**src/rtl/wrr_arbiter_pkg.sv**
```systemverilog
// Shared types and helpers for the weighted round-robin arbiter and its pick logic.
package wrr_arbiter_pkg;

    localparam int MAX_CLIENTS = 32;

    typedef enum logic {
        IDLE  = 1'b0,
        GRANT = 1'b1
    } state_e;

    // Index width used for client ids: $clog2(n), but never narrower than one bit.
    function automatic int idx_width(input int n);
        return (n > 1) ? $clog2(n) : 1;
    endfunction

    function automatic logic [MAX_CLIENTS-1:0] lowest_one_hot(input logic [MAX_CLIENTS-1:0] v);
        return v & (~v + MAX_CLIENTS'(1));
    endfunction

endpackage

```
**src/rtl/wrr_arbiter_rr_pick.sv**
```systemverilog
// Combinational round-robin pick: lowest masked request, else lowest raw request.
module rr_pick
    import wrr_arbiter_pkg::*;
#(
    parameter int N  = 4,
    parameter int IW = idx_width(N)
) (
    input  logic [N-1:0]  req_i,
    input  logic [N-1:0]  mask_i,
    output logic [N-1:0]  pick_o,
    output logic [IW-1:0] idx_o,
    output logic          any_o
);

    logic [N-1:0]           masked;
    logic [N-1:0]           src;
    logic [MAX_CLIENTS-1:0] src_ext;
    logic [MAX_CLIENTS-1:0] oh_ext;

    always_comb begin
        masked         = req_i & mask_i;
        src            = (|masked) ? masked : req_i;
        src_ext        = '0;
        src_ext[N-1:0] = src;
        oh_ext         = lowest_one_hot(src_ext);
        pick_o         = oh_ext[N-1:0];
        idx_o          = '0;
        for (int i = 0; i < MAX_CLIENTS; i++) begin
            if (oh_ext[i]) idx_o = IW'(i);
        end
        any_o = |req_i;
    end

endmodule

```
**src/rtl/wrr_arbiter.sv**
```systemverilog
// Weighted round-robin arbiter: a grantee holds the port for up to weight beats.
// Optional per-client starvation flags are built when WRR_ARBITER_STARVE_EN is defined.
module wrr_arbiter
    import wrr_arbiter_pkg::*;
#(
    parameter  int CLIENTS      = 4,
    parameter  int WEIGHT_W     = 4,
    parameter  int STARVE_LIMIT = 64,
    localparam int IW           = idx_width(CLIENTS)
) (
    input  logic                        clk,
    input  logic                        rst_n,
    input  logic [CLIENTS-1:0]          req,
    input  logic [CLIENTS*WEIGHT_W-1:0] weight,
    input  logic                        ack,
    output logic [CLIENTS-1:0]          gnt,
    output logic [IW-1:0]               gnt_id,
    output state_e                      state_dbg,
    output logic                        busy
`ifdef WRR_ARBITER_STARVE_EN
    ,
    output logic [CLIENTS-1:0]          starve
`endif
);

    // Handshake: req[i] is a level held while client i wants the port; one beat
    // transfers on every cycle where gnt[i] and ack are both high.

    state_e              state_q, state_d;
    logic [CLIENTS-1:0]  gnt_q, gnt_d;
    logic [IW-1:0]       gnt_id_q, gnt_id_d;
    logic [CLIENTS-1:0]  mask_q, mask_d;
    logic [WEIGHT_W-1:0] budget_q, budget_d;
    logic                busy_q, busy_d;

    logic [CLIENTS-1:0]  rel_mask;
    logic [CLIENTS-1:0]  pick_mask;
    logic [CLIENTS-1:0]  pick_oh;
    logic [IW-1:0]       pick_idx;
    logic                pick_any;
    logic                release_now;
    logic [WEIGHT_W-1:0] pick_weight;

    always_comb begin
        rel_mask = '0;
        for (int i = 0; i < CLIENTS; i++) begin
            rel_mask[i] = (i > int'(gnt_id_q));
        end
        release_now = (state_q == GRANT) &&
                      ((ack && (budget_q == WEIGHT_W'(1))) || !req[gnt_id_q]);
        // On a release edge the successor is chosen with the post-release mask.
        pick_mask   = release_now ? rel_mask : mask_q;
        pick_weight = weight[pick_idx*WEIGHT_W +: WEIGHT_W];
        if (pick_weight == '0) pick_weight = WEIGHT_W'(1);
    end

    rr_pick #(
        .N  (CLIENTS),
        .IW (IW)
    ) u_pick (
        .req_i  (req),
        .mask_i (pick_mask),
        .pick_o (pick_oh),
        .idx_o  (pick_idx),
        .any_o  (pick_any)
    );

    always_comb begin
        state_d  = state_q;
        gnt_d    = gnt_q;
        gnt_id_d = gnt_id_q;
        mask_d   = mask_q;
        budget_d = budget_q;
        case (state_q)
            IDLE: begin
                if (pick_any) begin
                    state_d  = GRANT;
                    gnt_d    = pick_oh;
                    gnt_id_d = pick_idx;
                    budget_d = pick_weight;
                end
            end
            GRANT: begin
                if (release_now) begin
                    mask_d = rel_mask;
                    if (pick_any) begin
                        gnt_d    = pick_oh;
                        gnt_id_d = pick_idx;
                        budget_d = pick_weight;
                    end else begin
                        state_d  = IDLE;
                        gnt_d    = '0;
                        budget_d = '0;
                    end
                end else if (ack) begin
                    budget_d = budget_q - WEIGHT_W'(1);
                end
            end
            default: begin
                state_d  = IDLE;
                gnt_d    = '0;
                budget_d = '0;
            end
        endcase
        busy_d = (state_d == GRANT);
    end

    always_ff @(posedge clk or negedge rst_n) begin
        if (!rst_n) begin
            state_q  <= IDLE;
            gnt_q    <= '0;
            gnt_id_q <= '0;
            mask_q   <= '1;
            budget_q <= '0;
            busy_q   <= 1'b0;
        end else begin
            state_q  <= state_d;
            gnt_q    <= gnt_d;
            gnt_id_q <= gnt_id_d;
            mask_q   <= mask_d;
            budget_q <= budget_d;
            busy_q   <= busy_d;
        end
    end

    assign gnt       = gnt_q;
    assign gnt_id    = gnt_id_q;
    assign busy      = busy_q;
    assign state_dbg = state_q;

`ifdef WRR_ARBITER_STARVE_EN
    localparam int CW = $clog2(STARVE_LIMIT + 1);

    logic [CLIENTS-1:0][CW-1:0] wait_q, wait_d;
    logic [CLIENTS-1:0]         starve_q, starve_d;

    // The flag tracks the updated counter so it is high exactly while count >= limit.
    always_comb begin
        wait_d   = '0;
        starve_d = '0;
        for (int i = 0; i < CLIENTS; i++) begin
            if (req[i] && !gnt_q[i]) begin
                wait_d[i] = (wait_q[i] == {CW{1'b1}}) ? wait_q[i] : wait_q[i] + CW'(1);
            end
            starve_d[i] = (wait_d[i] >= CW'(STARVE_LIMIT));
        end
    end

    always_ff @(posedge clk or negedge rst_n) begin
        if (!rst_n) begin
            wait_q   <= '0;
            starve_q <= '0;
        end else begin
            wait_q   <= wait_d;
            starve_q <= starve_d;
        end
    end

    assign starve = starve_q;
`endif

endmodule

```
**config.mk**
```make
export PLATFORM = sky130hd
export DESIGN_NAME = wrr_arbiter
export DESIGN_NICKNAME = d
export VERILOG_FILES = /design/src/rtl/wrr_arbiter_pkg.sv /design/src/rtl/wrr_arbiter_rr_pick.sv /design/src/rtl/wrr_arbiter.sv
export SDC_FILE = /design/constraint.sdc
export NUM_CORES = 1
export LEC_CHECK = 0
export BUFFER_PORTS_ARGS = -buffer_cell sky130_fd_sc_hd__buf_2
export CAP_MARGIN = 40
export CORE_MARGIN = 2
export CORE_UTILIZATION = 25
export CTS_BUF_LIST = sky130_fd_sc_hd__clkbuf_8
export DETAILED_ROUTE_END_ITERATION = 10
export GPL_TIMING_DRIVEN = 0
export PLACE_DENSITY = 0.43
export SLEW_MARGIN = 0
export SYNTH_ARGS = -nofsm -noshare
export SYNTH_HDL_FRONTEND = slang
export SYNTH_HIERARCHICAL = 1
export SYNTH_SLANG_ARGS = --single-unit
```
**constraint.sdc**
```tcl
create_clock -name clk -period 4.3 [get_ports clk]
set_clock_uncertainty 0.2 [all_clocks]
set_input_delay 0.215 -clock clk [delete_from_list [all_inputs] [get_ports clk]]
set_output_delay 0.215 -clock clk [all_outputs]
set_load 0.05 [all_outputs]
```
# After elaboration in Yosys (flattened, before gate mapping)
# Cells that the tools add are included.
# W data, S select, Z words.
# totals
in_bits	23
out_inout_bits	8
elab_cells	80
reg_bits	15
# classes
n_reduce_logical	9
muxes	51
n_eq_ne	4
n_addsub	2
n_bitwise	4
n_shift	1
magnitude_cmp	4
# ops
op	n
$mux W2	32
$mux W4	10
$add A32 B1 Y32 const B	1
$and A4 B32 Y32	1
$not A4 Y32	1
$pmux W4 S2	2
$shiftx A16 B5 Y4	1
$reduce_or A4 Y1	2
$and A4 B4 Y4	1
$eq A4 B1 Y1 const B	1
$gt A2 B2 Y1 const A	2
$logic_not A4 Y1	1
$mux W1	4
$pmux W2 S2	1
$reduce_and A2 Y1	2
$sub A4 B1 Y4 const B	1
$lt A2 B3 Y1 const B	1
$ne A3 B2 Y1 const B	1
$bmux W1 S2	1
$gt A1 B2 Y1 const A	1
$logic_and A1 B1 Y1	2
$ne A2 B1 Y1 const B	1
$ne A2 B2 Y1 const B	1
$pmux W1 S2	1
3 further kinds	3

# Depth between registers and ports, before layout
# Gate-level depths: netlist of the first run.
# logic_depth
depth_word	49
ltp_mapped	13
depth_no_buf	13

# Cells and area by module
# Netlist of the first run, hierarchy kept.
# by_module_without_submodules
module	area_each_um2	n_inst	cells_per_inst
wrr_arbiter	914.6	1	73
rr_pick	193.9	1	27

# Worst setup path after synthesis of the first run
# Ideal clock, no wire load.
# synth_path
path_type	flip-flop to flip-flop
from	reg gnt_id_q[0] (netlist: gnt_id[0])
to	reg budget_q[3]
synth_period_minus_slack_ns	3.988
arrival_time_ns	3.661
setup_time_ns	0.126
slack_ns	0.312
path_stages_with_launch	11
cell_sequence	dfrtp_1 > mux4_2 > a21boi_4 > mux2i_1 > a22oi_2 > o21a_2 > a211oi_1 > mux4_2 > and2_1 > o32ai_1 > nor2_1
# synth_rtl
element	line_no	rtl
from (decl)	wrr_arbiter.sv:31	logic [IW-1:0] gnt_id_q, gnt_id_d;
from (signal assigned)	wrr_arbiter.sv:119	gnt_id_q <= gnt_id_d;
$bmux W1 S2	wrr_arbiter.sv:50	((ack && (budget_q == WEIGHT_W'(1))) || !req[gnt_id_q]);
$mux W1 (implied by the code)	wrr_arbiter.sv:50	
$logic_not A1 Y1	wrr_arbiter.sv:50	
$logic_or A1 B1 Y1	wrr_arbiter.sv:50	
$logic_and A1 B1 Y1	wrr_arbiter.sv:49	release_now = (state_q == GRANT) &&
$mux W4 (*)	n/a	
net pick_mask[2]	wrr_arbiter.sv:37	logic [CLIENTS-1:0] pick_mask;
$and A4 B4 Y4 (*)	wrr_arbiter_rr_pick.sv:21	masked = req_i & mask_i;
[... 34 more ...]	n/a	
$mux W2 (*)	wrr_arbiter_rr_pick.sv:29	if (oh_ext[i]) idx_o = IW'(i);
net pick_idx[1]	wrr_arbiter.sv:39	logic [IW-1:0] pick_idx;
$shiftx A16 B5 Y4 (*)	wrr_arbiter.sv:53	pick_weight = weight[pick_idx*WEIGHT_W +: WEIGHT_W];
$logic_not A4 Y1	wrr_arbiter.sv:54	if (pick_weight == '0) pick_weight = WEIGHT_W'(1);
$mux W4 (*)	wrr_arbiter.sv:54	
$mux W4	wrr_arbiter.sv:86	if (pick_any) begin
$mux W4	wrr_arbiter.sv:84	if (release_now) begin
$pmux W4 S2 (*)	wrr_arbiter.sv:74	case (state_q)
to (signal assigned)	wrr_arbiter.sv:121	budget_q <= budget_d;
to (decl)	wrr_arbiter.sv:33	logic [WEIGHT_W-1:0] budget_q, budget_d;
# The timed path passes the listed nets; every way through them passes the cells marked *. The select of a mux whose other input is x is not followed.
# A chain may end at the register's enable or synchronous reset.

# Final worst setup path of the first run
# layout_path
from	reg gnt_id_q[0] (netlist: gnt_id[0])
to	reg budget_q[0]
# Same word-level chain as after synthesis.

==> results.yml, run 1 <==
hold_path:
  hold_path_class: "in2async"
synthesis:
  syn-instance-count: 100
  synthAdderAreaFrac_pct: 2.26
  synth_xor_xnor_area_share_pct: 0
  yosys.area_share.simple_pct: 14.9
  post_synth.cell_area_avg_sq_um: 11.1
  mappedNetlistNets: 125
  synth_top_family_by_area: "compound AO/OA/AOI/OAI gates"
  synth.lib_cells_used.distinct: 43
  compound_gate_portion_of_the_synthesized_area_pct: 27.9
  ys_seq_elements: 15
  synthMuxAreaShare_pct: 18.3
  ys_warn_count: 6
  synth_sequential_area_ratio_pct: 34.3
  post_synth_instance_area_sq_um: 1110
floorplanning:
  design.die.area_sq_um: 4980
  pin_count: 31
  initial_utilization_pct: 25.6
  die_h_um: 70.6
  coreArea_sq_um: 4320
  std_cell_rows: 24
  die_w_um: 70.6
pwr:
  total_switching_power_mw: 0.464
  finalPower_mw: 1.01
  seqPwrFrac_pct: 25.9
  p_leak_nw: 0.609
  combinationalPowerShare_pct: 63.0
  max-vdd-ir-drop_mv: 0.318
  clkPwrFrac_pct: 11.1
  power-per-cell-area_nw_per_um2: 732
  p_int_mw: 0.548
  netSwitchingFraction_pct: 45.9
layout:
  area.growth.synth_to_final_pct: 24.8
  layout.cells.non_filler: 187
  filler_cell_count: 460
  layout-drive-gt1-share_pct: 43.7
  nets: 161
  insertedDiodeCount: 0
sta:
  fin_tns_setup_ns: 0
  finalCritPeriodShare_pct: 93.3
  timing.hold.ws_ns: 0.208
  finalSetupViolations: 0
  final.setup.worst_slack_ns: 0.288
  worst_slew_margin_rel_pct: 62.1
  grt_setup_unrepaired: "no"
  final-max-slew-violation-count: 0
  max_slew.worst_pin.slew_ns: 0.565
  finalCriticalPeriod_ns: 4.01
  fmax_ghz: 0.249
  final-hold-violation-count: 0
place:
  detailedPlacementHpwl_um: 2030
  placement.io_buffers: 30
  place_worst_setup_slack_ns: 0.109
  finalWeightedCongestion: 0.779
  number_of_placed_instances_taps_included: 182
worst_setup_path:
  critPathRequiredTime_ns: 4.26
  timing.critical_path.to_type: "flip-flop"
  crit_path_max_fanout: 9
  worst-endpoint-arrival_ns: 3.97
  slowest_stage: "sky130_fd_sc_hd__mux4_2"
  critical-path-max-stage-delay_ns: 0.67
  critical_path.startpoint_type: "flip-flop"
  path_cells: "mux4_2, a21boi_4, nor2_1, a31oi_1, a22oi_2, o21a_2, a211oi_2, mux4_2, nor3_1, o21ai_0, o211ai_1"
  critical_path.n_buffers_inverters: 0
  cp_common_cell: "sky130_fd_sc_hd__mux4_2"
  cp_top_family: "compound AO/OA/AOI/OAI gates"
  worstSetupPathType: "reg2reg"
routing:
  drc: 0
  drtAntennaViolNets: 0
  dr.first_iter.drc_count: 47
  routed_wirelength_um: 2600
  vias: 938
  firstDrtPassIters: 6
  post_drt_via_cell_ratio: 5.02
  detail_route.wl_per_cell_um: 13.9
job:
  drv.max_cap_violation_count: 0
cts:
  tritoncts_buffer_count: 3
  tritoncts_num_sinks: 15
  ctsRootBufferMaster: "sky130_fd_sc_hd__clkbuf_8"
  cts.htree.levels: 1
  postCtsSetupBuffers: 0
  clkSlewWorstSetupHoldPaths_ns: 0.06
  clockBufferDepth: 2
  cts_tree: "built"
  clk-insertion-delay-late_ns: 0.24
global_route:
  grt_overflow: 0
  grt_antenna_before_repair: 0
  first_pass_grt_wire_length_um: 4550
  maximum_number_of_pins_on_one_net_before_global_route_repair: 16
  vias_in_the_first_global_route: 963
  gr-usage-all-layers_pct: 11.4
run_status:
  outcome: "finished, final reports clean"
## path summary, 6_finish.rpt
check                               start     endpoint  slack, ns  depth (start not counted)
worst min-delay path                rst_n  budget_q[1]       0.21                          2
worst min register to register  mask_q[0]    mask_q[0]       0.29                          1
max in group asynchronous           rst_n    mask_q[0]       3.39                          2
worst max register to register  gnt_id[0]  budget_q[0]       0.29                         11
worst max-delay path            gnt_id[0]  budget_q[0]       0.29                         11
min in group clk                      ack  budget_q[3]       0.22                          4
## layout make-up
class / instances / area [sq um] / share of cell area [%]
plain buffers: 1 / 7.51 / 0.542
clock buffers: 3 / 41.3 / 2.98
clock inverters: 1 / 3.75 / 0.271
inverters: 5 / 18.8 / 1.36
multi-input cells: 79 / 707 / 51.1
flip-flops and latches: 15 / 380 / 27.5
well taps: 52 / 65.1 / 4.70
repair buffers: 31 / 160 / 11.6
## layer usage
metal / track usage (%) / up-vias / share of wire, %
li1: - / 459 / -
met1: 14.5 / 457 / 45
met2: 19.8 / 20 / 50
met3: 3.13 / 2 / 3.8
met4: 1.89 / 0 / 0.50
met5: 0 / - / 0
## kinds of logic (layout without fill, tap and decap cells)
logic type	Yosys count	count (layout)
and+or+nand+nor	30	30
buffers and inverters	6	41
adders and majority gates	2	2
AOI/OAI and AO/OA	34	34
DFF	15	15
muxes	13	13
## cell usage after synthesis (all sizes together)
master	n	area, sq um
o211ai	1	7.51
a211oi	1	7.51
nand4	1	6.26
a2111oi	1	15.0
a21oi	4	23.8
nor2	7	26.3
a21boi	3	33.8
dfstp	4	105
nor2b	3	18.8
mux4	5	113
mux2i	3	30.0
nor4b	1	15.0
nand2b	5	31.3
nand3	1	10.0
o21a	3	31.3
a22o	5	43.8
buf	1	7.51
nand2	8	30.0
nand4bb	1	11.3
nor3	2	10.0
a31o	1	8.76
inv	5	18.8
o21ai	5	28.8
o22ai	1	6.26
o21bai	1	7.51
o221a	1	11.3
a22oi	2	20.0
dfrtp	11	275
and2	1	6.26
a31oi	4	55.1
mux2	5	60.1
o32ai	1	8.76
ha	2	25.0
## repair_timing
| item | 4_1_cts | 5_1_grt |
|---|---|---|
| setup endpoints to repair | 0 | 4 |
| gates resized for setup | 0 | 1 |
| hold buffers | 1 | 0 |
| hold endpoints to repair | 15 | 0 |
## placed cells by master, fill, tap and decap left out, types with 2 or more instances in the layout
master,instances
sky130_fd_sc_hd__mux2i_1,3
sky130_fd_sc_hd__nand2b_1,5
sky130_fd_sc_hd__nor2_1,7
sky130_fd_sc_hd__a31oi_4,2
sky130_fd_sc_hd__a22o_1,5
sky130_fd_sc_hd__nor2b_1,3
sky130_fd_sc_hd__nor3_1,2
sky130_fd_sc_hd__clkbuf_8,3
sky130_fd_sc_hd__a21oi_1,3
sky130_fd_sc_hd__nand2_1,8
sky130_fd_sc_hd__dfrtp_1,11
sky130_fd_sc_hd__buf_2,30
sky130_fd_sc_hd__o21ai_0,3
sky130_fd_sc_hd__a21boi_1,2
sky130_fd_sc_hd__a31oi_1,2
sky130_fd_sc_hd__dfstp_2,4
sky130_fd_sc_hd__ha_1,2
sky130_fd_sc_hd__inv_1,6
sky130_fd_sc_hd__mux4_2,5
sky130_fd_sc_hd__mux2_1,3
## sequential cells by signal, summed over array words and instances, names as in the netlist
signal,cells
budget_q,4
gnt,4
mask_q,4
gnt_id,2
busy,1
## power by group through the flow
stage,Clock (mW),Sequential [mW],Combinational [mW]
6_report,0.112,0.263,0.638
5_1_grt,0.127,0.276,0.699
4_1_cts,0.119,0.263,0.638
3_5_place_dp,0,0.265,0.637
3_3_place_gp,0,0.261,0.630
2_1_floorplan,0,0.341,0.430
## stage by stage
step | utilization (%) | instance area, sq um
floorplan | - | 1110
global placement | 30.6 | 1320
detailed placement | 30.6 | 1320
CTS | 31.9 | 1380
global route | 32.0 | 1380
finish | 32.0 | 1380
(Power assumes the default switching activity.)
==> run 2, diff against run 1 <==
PLACE_DENSITY = 0.42   (was 0.43)
SYNTH_HIERARCHICAL = not set   (was 1)
==> run 2 against run 1 <==
Register-to-register slack improved by 0.61 ns. Final area rose by 15%. Power rose by 7.2%. Largest cell class unchanged.
==> results.yml, run 2 <==
synthesis:
  mappedNetlistNets: 184
  synth.lib_cells_used.distinct: 50
  syn-instance-count: 159
  synth-edff-count: 0
  netlist.top_cell.by_area: "sky130_fd_sc_hd__dfrtp_1"
  synth_sequential_area_ratio_pct: 29.1
  post_synth.cell_area_avg_sq_um: 8.21
  ys_warn_count: 0
  synth.cells.most_frequent: "sky130_fd_sc_hd__nor2_1 (19), sky130_fd_sc_hd__nand3_1 (12), sky130_fd_sc_hd__dfrtp_1 (11), sky130_fd_sc_hd__o21ai_0 (11), sky130_fd_sc_hd__a21oi_1 (10)"
  post_synth_instance_area_sq_um: 1310
  netlist_top_cells_area: "sky130_fd_sc_hd__dfrtp_1 (21%), sky130_fd_sc_hd__dfstp_2 (8.1%), sky130_fd_sc_hd__nor2_1 (5.5%), sky130_fd_sc_hd__mux2i_1 (5.4%), sky130_fd_sc_hd__nand3_1 (4.6%)"
  synthFlopType: "sky130_fd_sc_hd__dfrtp_1"
  fraction_of_synthesis_flops_using_an_asynchronous_set_or_reset_pin_pct: 100
  synth_most_common_cell: "sky130_fd_sc_hd__nor2_1"
  synth_top_area_share_pct: 21.1
  ys_seq_elements: 15
floorplanning:
  coreArea_sq_um: 5070
  design.die.area_sq_um: 5810
  die_h_um: 76.3
  std_cell_rows: 26
  die_w_um: 76.3
  initial_utilization_pct: 25.7
  pin_count: 31
sta:
  final.setup.worst_slack_ns: 0.897
  finalCritPeriodShare_pct: 79.1
  max_slew.worst_pin.slew_ns: 0.824
  final-max-slew-violation-count: 0
  final-hold-violation-count: 0
  finalCriticalPeriod_ns: 3.40
  fmax_ghz: 0.294
  fin_tns_setup_ns: 0
  finalSetupViolations: 0
  grt_setup_unrepaired: "no"
  worst_slew_margin_rel_pct: 44.5
  timing.hold.ws_ns: 0.0828
global_route:
  first_pass_grt_wire_length_um: 6600
  grt_antenna_before_repair: 0
  maximum_number_of_pins_on_one_net_before_global_route_repair: 16
  vias_in_the_first_global_route: 1293
  grt_overflow: 0
  gr-usage-all-layers_pct: 14.3
cts:
  hold_buffers: 1
  postCtsSetupBuffers: 0
  cts_tree: "built"
  tritoncts_num_sinks: 15
  cts.htree.levels: 1
  ctsRootBufferMaster: "sky130_fd_sc_hd__clkbuf_8"
  clockBufferDepth: 2
  tritoncts_buffer_count: 3
  clk-insertion-delay-late_ns: 0.25
  clkSlewWorstSetupHoldPaths_ns: 0.06
  post_cts.resized_instances: 0
worst_setup_path:
  cp_common_cell: "sky130_fd_sc_hd__nor3b_1"
  slowest_stage: "sky130_fd_sc_hd__nor4bb_1"
  critPathRequiredTime_ns: 4.24
  crit_path_max_fanout: 5
  worstSetupPathType: "reg2reg"
  critical_path.startpoint_type: "flip-flop"
  timing.critical_path.to_type: "flip-flop"
  critical-path-max-stage-delay_ns: 0.55
  path_cells: "inv_1, ha_1, nor4bb_1, o21ai_0, a31o_2, nor3b_1, o21ai_1, nor3b_1, a211oi_1, o311ai_1"
  worst-endpoint-arrival_ns: 3.35
routing:
  firstDrtPassIters: 4
  dr.first_iter.drc_count: 59
  drc: 0
  routed_wirelength_um: 4050
  detail_route.wl_per_cell_um: 15.4
  post_drt_via_cell_ratio: 5.11
  vias: 1339
  drtAntennaViolNets: 0
place:
  detailedPlacementHpwl_um: 3210
  finalWeightedCongestion: 0.834
  number_of_placed_instances_taps_included: 257
  place_worst_setup_slack_ns: 0.899
  placement.cell_area_sq_um: 1530
  placement.io_buffers: 28
layout:
  most_frequent_standard_cell_in_the_layout_excluding_fill_and_tap_cells: "sky130_fd_sc_hd__buf_2"
  area.growth.synth_to_final_pct: 21.7
  nets: 218
  layout_common_cells: "sky130_fd_sc_hd__buf_2 (29), sky130_fd_sc_hd__nor2_1 (19), sky130_fd_sc_hd__nand3_1 (12)"
  insertedDiodeCount: 0
  final_util_pct: 31.3
  layout-drive-gt1-share_pct: 28.1
  filler_cell_count: 554
  layout.cells.non_filler: 262
  post-route-cell-area_sq_um: 1590
pwr:
  clkPwrFrac_pct: 10.8
  p_int_mw: 0.539
  finalPower_mw: 1.09
  seqPwrFrac_pct: 23.0
  max-vdd-ir-drop_mv: 0.180
  combinationalPowerShare_pct: 66.1
  netSwitchingFraction_pct: 50.4
  power-per-cell-area_nw_per_um2: 684
  total_switching_power_mw: 0.547
  p_leak_nw: 0.709
run_status:
  outcome: "finished, final reports clean"
job:
  drv.max_cap_violation_count: 0
hold_path:
  hold_path_class: "in2reg"
==> run 2: kinds of logic (layout without fill, tap and decap cells) <==
family                     after synthesis  after routing  synth area share [%]
and+or+nand+nor                         58             58                  22.3
buffers and inverters                   18             51                  6.81
DFF                                     15             15                  29.1
AOI/OAI and AO/OA                       53             53                  28.4
muxes                                   13             13                  11.4
adders and majority gates                2              2                  1.92
==> run 2: path summary, 6_finish.rpt <==
| path | start | slack [ns] | cells past startpoint | to |
|---|---|---|---|---|
| worst max-delay path | budget_q[1] | 0.90 | 10 | budget_q[0] |
| worst min-delay path | ack | 0.08 | 3 | budget_q[0] |
| worst max register to register | budget_q[1] | 0.90 | 10 | budget_q[0] |
| worst min register to register | mask_q[3] | 0.28 | 2 | mask_q[3] |
| max in group asynchronous | rst_n | 3.38 | 2 | mask_q[0] |
| min in group asynchronous | rst_n | 0.22 | 2 | gnt_id[1] |
==> run 2: power by group through the flow <==
stage	logic, mW	registers [mW]	clock network [mW]
after floorplan	0.466	0.328	0
after global placement	0.707	0.249	0
after detailed placement	0.713	0.252	0
after CTS	0.716	0.250	0.120
after global routing	0.788	0.260	0.128
final	0.718	0.250	0.118
==> run 2: final cells by class <==
class                   instances  area [sq um]  area share (%)
repair buffers                 29           150            9.46
plain buffers                   9          55.1            3.47
inverters                       9          33.8            2.13
clock buffers                   3          41.3            2.60
well taps                      70          87.6            5.52
flip-flops and latches         15           380            24.0
clock inverters                 1          3.75           0.236
multi-input cells             126           836            52.6
==> run 2: worst max-delay path, delay by kind of cell (launching register included) <==
family	cells	cell delay (ns)
AOI/OAI and AO/OA	5	1.35
adders and majority gates	1	0.16
buffers and inverters	1	0.08
and+or+nand+nor	3	1.11
DFF	1	0.39
==> run 2: routing by layer <==
metal	routed length, um	GRT usage [%]	vias to the layer above
met1	2000	20.9	632
met5	0	0	-
met3	218	3.20	4
met2	1780	20.4	38
li1	-	-	665
met4	47	5.09	0
